[src/rtl/nibble_serial_exec_unit.sv]
// Bit-serial (nibble-per-clock) Y86 OPq execute unit with condition codes.
// A 4-bit add/sub/logic slice walks the operands from LSB to MSB; the
// condition codes are updated from the finished result and feed the
// jXX/cmovXX condition evaluator.
module nibble_serial_exec_unit #(
  parameter int unsigned WIDTH = 64
) (
  input  logic             clk,
  input  logic             rst_n,
  input  logic             start,
  input  logic [3:0]       ifun,
  input  logic [WIDTH-1:0] val_a,
  input  logic [WIDTH-1:0] val_b,
  input  logic             set_cc,
  input  logic [3:0]       cond_fn,
  output logic             ready,
  output logic             done,
  output logic             err,
  output logic [WIDTH-1:0] val_e,
  output logic             zf,
  output logic             sf,
  output logic             of,
  output logic             cnd
);

  localparam int unsigned NIB   = 4;
  localparam int unsigned STEPS = WIDTH / NIB;
  localparam int unsigned CNT_W = (STEPS > 1) ? $clog2(STEPS) : 1;

  localparam logic [1:0] OP_ADD = 2'd0;
  localparam logic [1:0] OP_SUB = 2'd1;
  localparam logic [1:0] OP_AND = 2'd2;
  localparam logic [1:0] OP_XOR = 2'd3;

  // Elaboration-time guard on the operand width.
  if ((WIDTH % NIB) != 0 || WIDTH < 2 * NIB) begin : g_width_check
    $error("nibble_serial_exec_unit: WIDTH must be a multiple of 4 and at least 8");
  end

  typedef enum logic [1:0] {
    IDLE = 2'd0,
    RUN  = 2'd1,
    DONE = 2'd2
  } state_t;

  state_t             state_q, state_d;
  logic               accept_c;
  logic               last_c;

  logic [WIDTH-1:0]   a_sh_q, b_sh_q;
  logic [WIDTH-1:0]   acc_q;
  logic [1:0]         op_q;
  logic               set_cc_q;
  logic               a_msb_q, b_msb_q;
  logic               carry_q;
  logic [CNT_W-1:0]   cnt_q;

  logic [NIB-1:0]     a_nib_c, b_nib_c, a_eff_c, nib_c;
  logic [NIB:0]       sum_c;
  logic               cout_c;
  logic [WIDTH-1:0]   result_c;
  logic               of_c;

  // Next-state logic and accept/last-step strobes.
  always_comb begin
    state_d  = state_q;
    accept_c = 1'b0;
    last_c   = 1'b0;
    case (state_q)
      IDLE: begin
        if (start) begin
          accept_c = 1'b1;
          state_d  = (ifun > 4'd3) ? DONE : RUN;
        end
      end
      RUN: begin
        if (cnt_q == CNT_W'(STEPS - 1)) begin
          last_c  = 1'b1;
          state_d = DONE;
        end
      end
      DONE: begin
        state_d = IDLE;
      end
      default: begin
        state_d = IDLE;
      end
    endcase
  end

  // 4-bit ALU slice on the low nibble of the shifting operands.
  always_comb begin
    a_nib_c = a_sh_q[NIB-1:0];
    b_nib_c = b_sh_q[NIB-1:0];
    a_eff_c = (op_q == OP_SUB) ? ~a_nib_c : a_nib_c;
    sum_c   = {1'b0, b_nib_c} + {1'b0, a_eff_c} + {NIB'(0), carry_q};
    nib_c   = sum_c[NIB-1:0];
    cout_c  = 1'b0;
    case (op_q)
      OP_ADD, OP_SUB: begin
        nib_c  = sum_c[NIB-1:0];
        cout_c = sum_c[NIB];
      end
      OP_AND: nib_c = b_nib_c & a_nib_c;
      OP_XOR: nib_c = b_nib_c ^ a_nib_c;
      default: nib_c = sum_c[NIB-1:0];
    endcase
    result_c = {nib_c, acc_q[WIDTH-1:NIB]};
  end

  // Signed overflow of the finished result from the operand sign bits.
  always_comb begin
    of_c = 1'b0;
    case (op_q)
      OP_ADD:  of_c = (a_msb_q == b_msb_q) && (result_c[WIDTH-1] != b_msb_q);
      OP_SUB:  of_c = (a_msb_q != b_msb_q) && (result_c[WIDTH-1] != b_msb_q);
      default: of_c = 1'b0;
    endcase
  end

  // State, datapath, result and condition-code registers.
  always_ff @(posedge clk) begin
    if (!rst_n) begin
      state_q  <= IDLE;
      ready    <= 1'b1;
      done     <= 1'b0;
      err      <= 1'b0;
      val_e    <= '0;
      zf       <= 1'b1;
      sf       <= 1'b0;
      of       <= 1'b0;
      a_sh_q   <= '0;
      b_sh_q   <= '0;
      acc_q    <= '0;
      op_q     <= OP_ADD;
      set_cc_q <= 1'b0;
      a_msb_q  <= 1'b0;
      b_msb_q  <= 1'b0;
      carry_q  <= 1'b0;
      cnt_q    <= '0;
    end else begin
      state_q <= state_d;
      ready   <= (state_d == IDLE);
      done    <= (state_d == DONE);
      err     <= (state_d == DONE) && (state_q == IDLE);

      if (accept_c) begin
        a_sh_q   <= val_a;
        b_sh_q   <= val_b;
        a_msb_q  <= val_a[WIDTH-1];
        b_msb_q  <= val_b[WIDTH-1];
        op_q     <= ifun[1:0];
        set_cc_q <= set_cc;
        carry_q  <= (ifun == 4'd1);
        cnt_q    <= '0;
        acc_q    <= '0;
        val_e    <= '0;
      end else if (state_q == RUN) begin
        a_sh_q  <= a_sh_q >> NIB;
        b_sh_q  <= b_sh_q >> NIB;
        acc_q   <= result_c;
        carry_q <= cout_c;
        cnt_q   <= cnt_q + CNT_W'(1);
        if (last_c) begin
          val_e <= result_c;
          if (set_cc_q) begin
            zf <= (result_c == '0);
            sf <= result_c[WIDTH-1];
            of <= of_c;
          end
        end
      end
    end
  end

  // Branch / conditional-move condition from the registered flags.
  always_comb begin
    cnd = 1'b0;
    case (cond_fn)
      4'd0:    cnd = 1'b1;
      4'd1:    cnd = (sf ^ of) | zf;
      4'd2:    cnd = sf ^ of;
      4'd3:    cnd = zf;
      4'd4:    cnd = ~zf;
      4'd5:    cnd = ~(sf ^ of);
      4'd6:    cnd = ~(sf ^ of) & ~zf;
      default: cnd = 1'b0;
    endcase
  end

endmodule

[config.mk]
export PLATFORM = sky130hd
export DESIGN_NAME = nibble_serial_exec_unit
export DESIGN_NICKNAME = d
export VERILOG_FILES = /design/src/rtl/nibble_serial_exec_unit.sv
export SDC_FILE = /design/constraint.sdc
export NUM_CORES = 1
export LEC_CHECK = 0
export CAP_MARGIN = 20
export CORE_MARGIN = 3
export CORE_UTILIZATION = 46
export DETAILED_ROUTE_END_ITERATION = 7
export GPL_TIMING_DRIVEN = 0
export PLACE_DENSITY = 0.75
export SYNTH_ARGS = -nofsm -noshare
export SYNTH_HDL_FRONTEND = slang
export SYNTH_SLANG_ARGS = --single-unit
[constraint.sdc]
create_clock -name clk -period 2.4 [get_ports clk]
set_input_delay 0.48 -clock clk [delete_from_list [all_inputs] [get_ports clk]]
set_output_delay 0.48 -clock clk [all_outputs]
set_load 0.1 [all_outputs]
Word-level counts from Yosys, hierarchy flattened
Index checks and enable logic that the tools add are counted.
{"block": "word_totals", "ff_bits": 274, "in_bits": 140, "output_inout_bits": 71, "wordCells": 79}
{"block": "op_classes", "addsub": 3, "n_lt_le_gt_ge": 1, "n_eq_ne": 16, "mux": 19, "bitwise": 10, "n_reduce_logical": 13}
{"op": "64-bit two-way mux", "count": 4}
{"op": "64-bit logical NOT", "count": 1}
{"op": "4-bit by 3-bit == test with 1-bit output (second input constant)", "count": 3}
{"op": "4-bit case mux with 3 select lines", "count": 1}
{"op": "4-bit by 1-bit == test with 1-bit output (second input constant)", "count": 2}
{"op": "4-bit by 2-bit == test with 1-bit output (second input constant)", "count": 2}
{"op": "1-bit two-way mux", "count": 7}
{"op": "1-bit case mux with 7 select lines", "count": 1}
{"op": "2-bit == test (second input constant)", "count": 3}
{"op": "2-bit logical NOT", "count": 3}
{"op": "2-bit two-way mux", "count": 3}
{"op": "4-bit by 4-bit adder with 5-bit output", "count": 1}
{"op": "5-bit by 1-bit adder with 5-bit output", "count": 1}
{"op": "4-bit by 1-bit adder with 4-bit output (second input constant)", "count": 1}
{"op": "4-bit AND", "count": 1}
{"op": "2-bit by 1-bit == test with 1-bit output (second input constant)", "count": 2}
{"op": "4-bit == test (second input constant)", "count": 1}
{"op": "4-bit by 2-bit greater-than comparator with 1-bit output (second input constant)", "count": 1}
{"op": "4-bit logical NOT", "count": 1}
{"op": "4-bit two-way mux", "count": 1}
{"op": "1-bit NOT", "count": 4}
{"op": "4-bit NOT", "count": 1}
{"op": "2-bit case mux with 2 select lines", "count": 1}
{"op": "4-bit AND reduction", "count": 1}
{"op": "11 further kinds", "count": 15}

Logic depth before layout (Yosys ltp)
{"block": "logic_depth", "depth_word": 8, "ltp_mapped": 11, "mapped_depth_nobuf": 9}

Worst setup path before layout
Ideal clock, no wire load.
{"block": "synth_path", "path_type": "reg-to-output", "start": "register sf", "end": "output port cnd", "arrival_ns": 3.002, "required_ns": 1.920, "path_slack_ns": -1.082, "stages_incl_launch_ff": 6, "path_buffers": 0, "cell_sequence": "dfxtp_1 xnor2_1 nand2b_1 a21boi_0 o21ai_1 a21oi_1"}
{"block": "synth_via", "elab_chain_len": 4, "elab_cells_between_ends": 5, "cone_classes": "mux (1); bitwise (4)"}
{"element": "start: declaration", "line_no": "21", "source": "output logic sf,"}
{"element": "start signal: assignment", "line_no": "168", "source": "sf <= result_c[WIDTH-1];"}
{"element": "1-bit XOR *"}
{"element": "1-bit NOT", "line_no": "185, 186"}
{"element": "1-bit AND", "line_no": "186", "source": "4'd6: cnd = ~(sf ^ of) & ~zf;"}
{"element": "1-bit case mux with 7 select lines *", "line_no": "179", "source": "case (cond_fn)"}
{"element": "end: declaration", "line_no": "23", "source": "output logic cnd"}
Every way passes the cells marked *; elsewhere a longest branch is shown, timed or not.

Final worst setup path
{"block": "layout_path", "start": "register zf", "end": "output port zf"}
{"element": "start: declaration", "line_no": "20", "source": "output logic zf,"}
{"element": "start signal: assignment", "line_no": "167", "source": "zf <= (result_c == '0);"}
No word-level cell between the ends.

==> run metrics <==
status=finished clean; largest net degree at the start of global routing=15; global route hottest layer=met2; post-synth top area share=52.6%; WS Path Type=reg2out; # H-tree levels=1; vias in the first global route=approximately 9k; first-pass GRT wire length=between 40 and 50 mm; hpwl dp=20.2 mm; fin cells=about 1.8k; fillers=just under 2k; wire per inst=about 16 µm; crit path time final=2.33 ns; reg2reg setup slack=0.07 ns; die area=about 24000 µm²; Worst R2R Start=op_q[1]; CP bufs+invs=1; hold bufs inserted after CTS=0; top_reg_cell synth=dfxtp_1; count leader, synth=nand2_1; Max Clock Skew=~0.0085 ns; Hold WC Path Type=reg2reg; gr usage total=22.2%; initial antenna violation count=0; TritonCTS Buffers=28; CTS max path bufs=3; CP cell instances=dlygate4sd2_1; CTS sink count=270; clk_lat worst skew=0.53 ns; Initial DRT Pass Iterations=5; GPL Wtd Cong=between 0.8 and 0.9; via count=just under 10k; post-synthesis sequential element count=270; fin util=around 63%; fin crit share=approximately 97%; chip width=155 µm; Die Y=between 150 and 200 µm; Placed Cells incl. Taps=around 1.7k; Setup-failing EPs final=0; Multi-input gate area=roughly 4500 µm²; Area Growth Syn to Fin=33.3%; Startpoint Class=register; maximum vdd ir drop=approximately 0.43 mV; CP startpoint=zf; drt total wl=about 28 mm; clock transition at the registers of the reported paths=0.06 ns; YS warnings=0; Mapped Cells=about 1.3k; Post-Syn Nets=between 1k and 1.5k; Req. time, crit path=between 1.5 and 2 ns; Netlist cell types=38; min-delay src=val_e[22]; synth cell count leaders=nand2_1 (384), dfxtp_1 (270), a21oi_1 (265), a22oi_1 (121), clkbuf_1 (72); GRT met3 Usage=5.03%; WP data arrival=1.85 ns; Iter 0 DRT Violations=around 550; CTS tree=built; fin nets=1644; PortBufs=210; critical path capture point type=output pin; Final Power=roughly 10000 µW; post-synthesis area per instance=8.21 µm²; CP top delay family=buffers and inverters; Core ar.=about 22000 µm²; slowest stage cell, crit path=dlygate4sd2_1; vias per inst=roughly 5.4; Starting Density=about 47%; max-cap violations=0; ANT cells=0; synthesized area=around 10000 µm²; DRC Markers=0; area leader, netlist=dfxtp_1; max_slew headroom=a little under a third; fraction of layout cells with a size suffix above 1=around 5.7%; Post-synth EDFFs=0; max-slew violations=0; post-synthesis sequential area ratio=52.6%; PwrDens=between 700 and 800 nW/µm²; DRT antenna net count=0; register area=between 5000 and 6000 µm²; final hold vios=0; grt met2 use=36.8%; LEAKAGE=0.00506 µW; CP max stage delay=slightly below 0.9 ns; crit-path max FO=5; remaining global-route overflow=0; largest cells by area after synthesis=dfxtp_1 (53%), nand2_1 (14%), a21oi_1 (13%); # rows=54; Least-Margin Pin Slew=roughly 1.0 ns; CTS root buffer=clkbuf_16; ys async rst share=0%; num ports=approximately 210; GR met1 Demand/Resource=28.6%; fmax=0.429 GHz
-- registers in the layout, summed over array words and instances, names as in the netlist, 2 cells and up --
register,flops
op_q,2
state_q,2
cnt_q,4
a_sh_q,64
acc_q,60
val_e,64
b_sh_q,64
-- tightest hold or removal path: cells and delay by family, from the launching register on --
kind,cells,cell delay [ns]
AND/OR/NAND/NOR,1,0.05
AO/OA/AOI/OAI,1,0.05
flip-flops,1,0.31
-- timing repair --
| item | CTS | global route |
|---|---|---|
| resized for setup | 82 | 8 |
| setup endpoints to repair | 80 | 4 |
| setup buffers | 0 | 4 |
| pin swaps | 0 | 1 |
-- through the flow --
stage / cell area, µm² / worst slack, ns / hold WS [ns] / setup TNS [ns]
6_report: 13700 / 0.0700 / 0.450 / 0
5_1_grt: 13700 / -0.00854 / 0.470 / -0.00854
4_1_cts: 13600 / 0.0182 / 0.454 / 0
3_5_place_dp: 12700 / -0.739 / 0.447 / -8.09
3_3_place_gp: 12700 / -0.712 / 0.442 / -6.43
2_1_floorplan: 10300 / 0.0161 / 0.437 / 0
-- routing by layer --
layer  wire [µm]  part of all wire, %
met1       11800                   42
met2       13300                   47
met4        1040                  3.7
met5           0                    0
met3        2000                  7.1
-- power breakdown --
part           internal, µW  switching [µW]
combinational           451             571
clock                  2680            1760
sequential             4650            94.6
-- placed cells by master (no fill, tap or decap), drive strengths merged, types with 2 or more instances in the layout --
cell type and count:
mux2i 5, o21ai 3, nand2 384, nand3 9, nand4 4, mux2 3, a211oi 2, buf 38
fa 2, a22oi 121, a21o 2, nor2 22, xor2 4, clkinv 8, nor4 17, ha 8
clkbuf 110, bufinv 3, and2 2, dfxtp 270, dlygate4sd2 70, clkdlybuf4s50 139, a21oi 265, xnor2 7
nand2b 4
-- path summary, 6_finish.rpt --
check	to	cells after the start
min	val_e[22]	2
max reg2reg	zf	10
max	zf	1
min reg2reg	val_e[22]	2
-- cell families after synthesis --
kind of cell | count (synthesis) | share of synthesized area (%)
adder cells (fa/ha/maj) | 10 | 1.36
flip-flops | 270 | 52.6
multiplexers | 8 | 0.816
AO/OA/AOI/OAI | 398 | 22.6
XOR/XNOR | 11 | 0.938
AND/OR/NAND/NOR | 448 | 17.4
buffers and inverters | 106 | 4.18
-- cell type report --
type,count,share of cell area [%]
buffer,104,3.15
timing repair buffer,214,15.0
clock buffer,39,5.94
multi-input combinational,875,32.8
tap,280,2.56
inverter,1,0.0274
clock inverter,12,1.01
sequential,270,39.5
(Power assumes the default switching activity.)
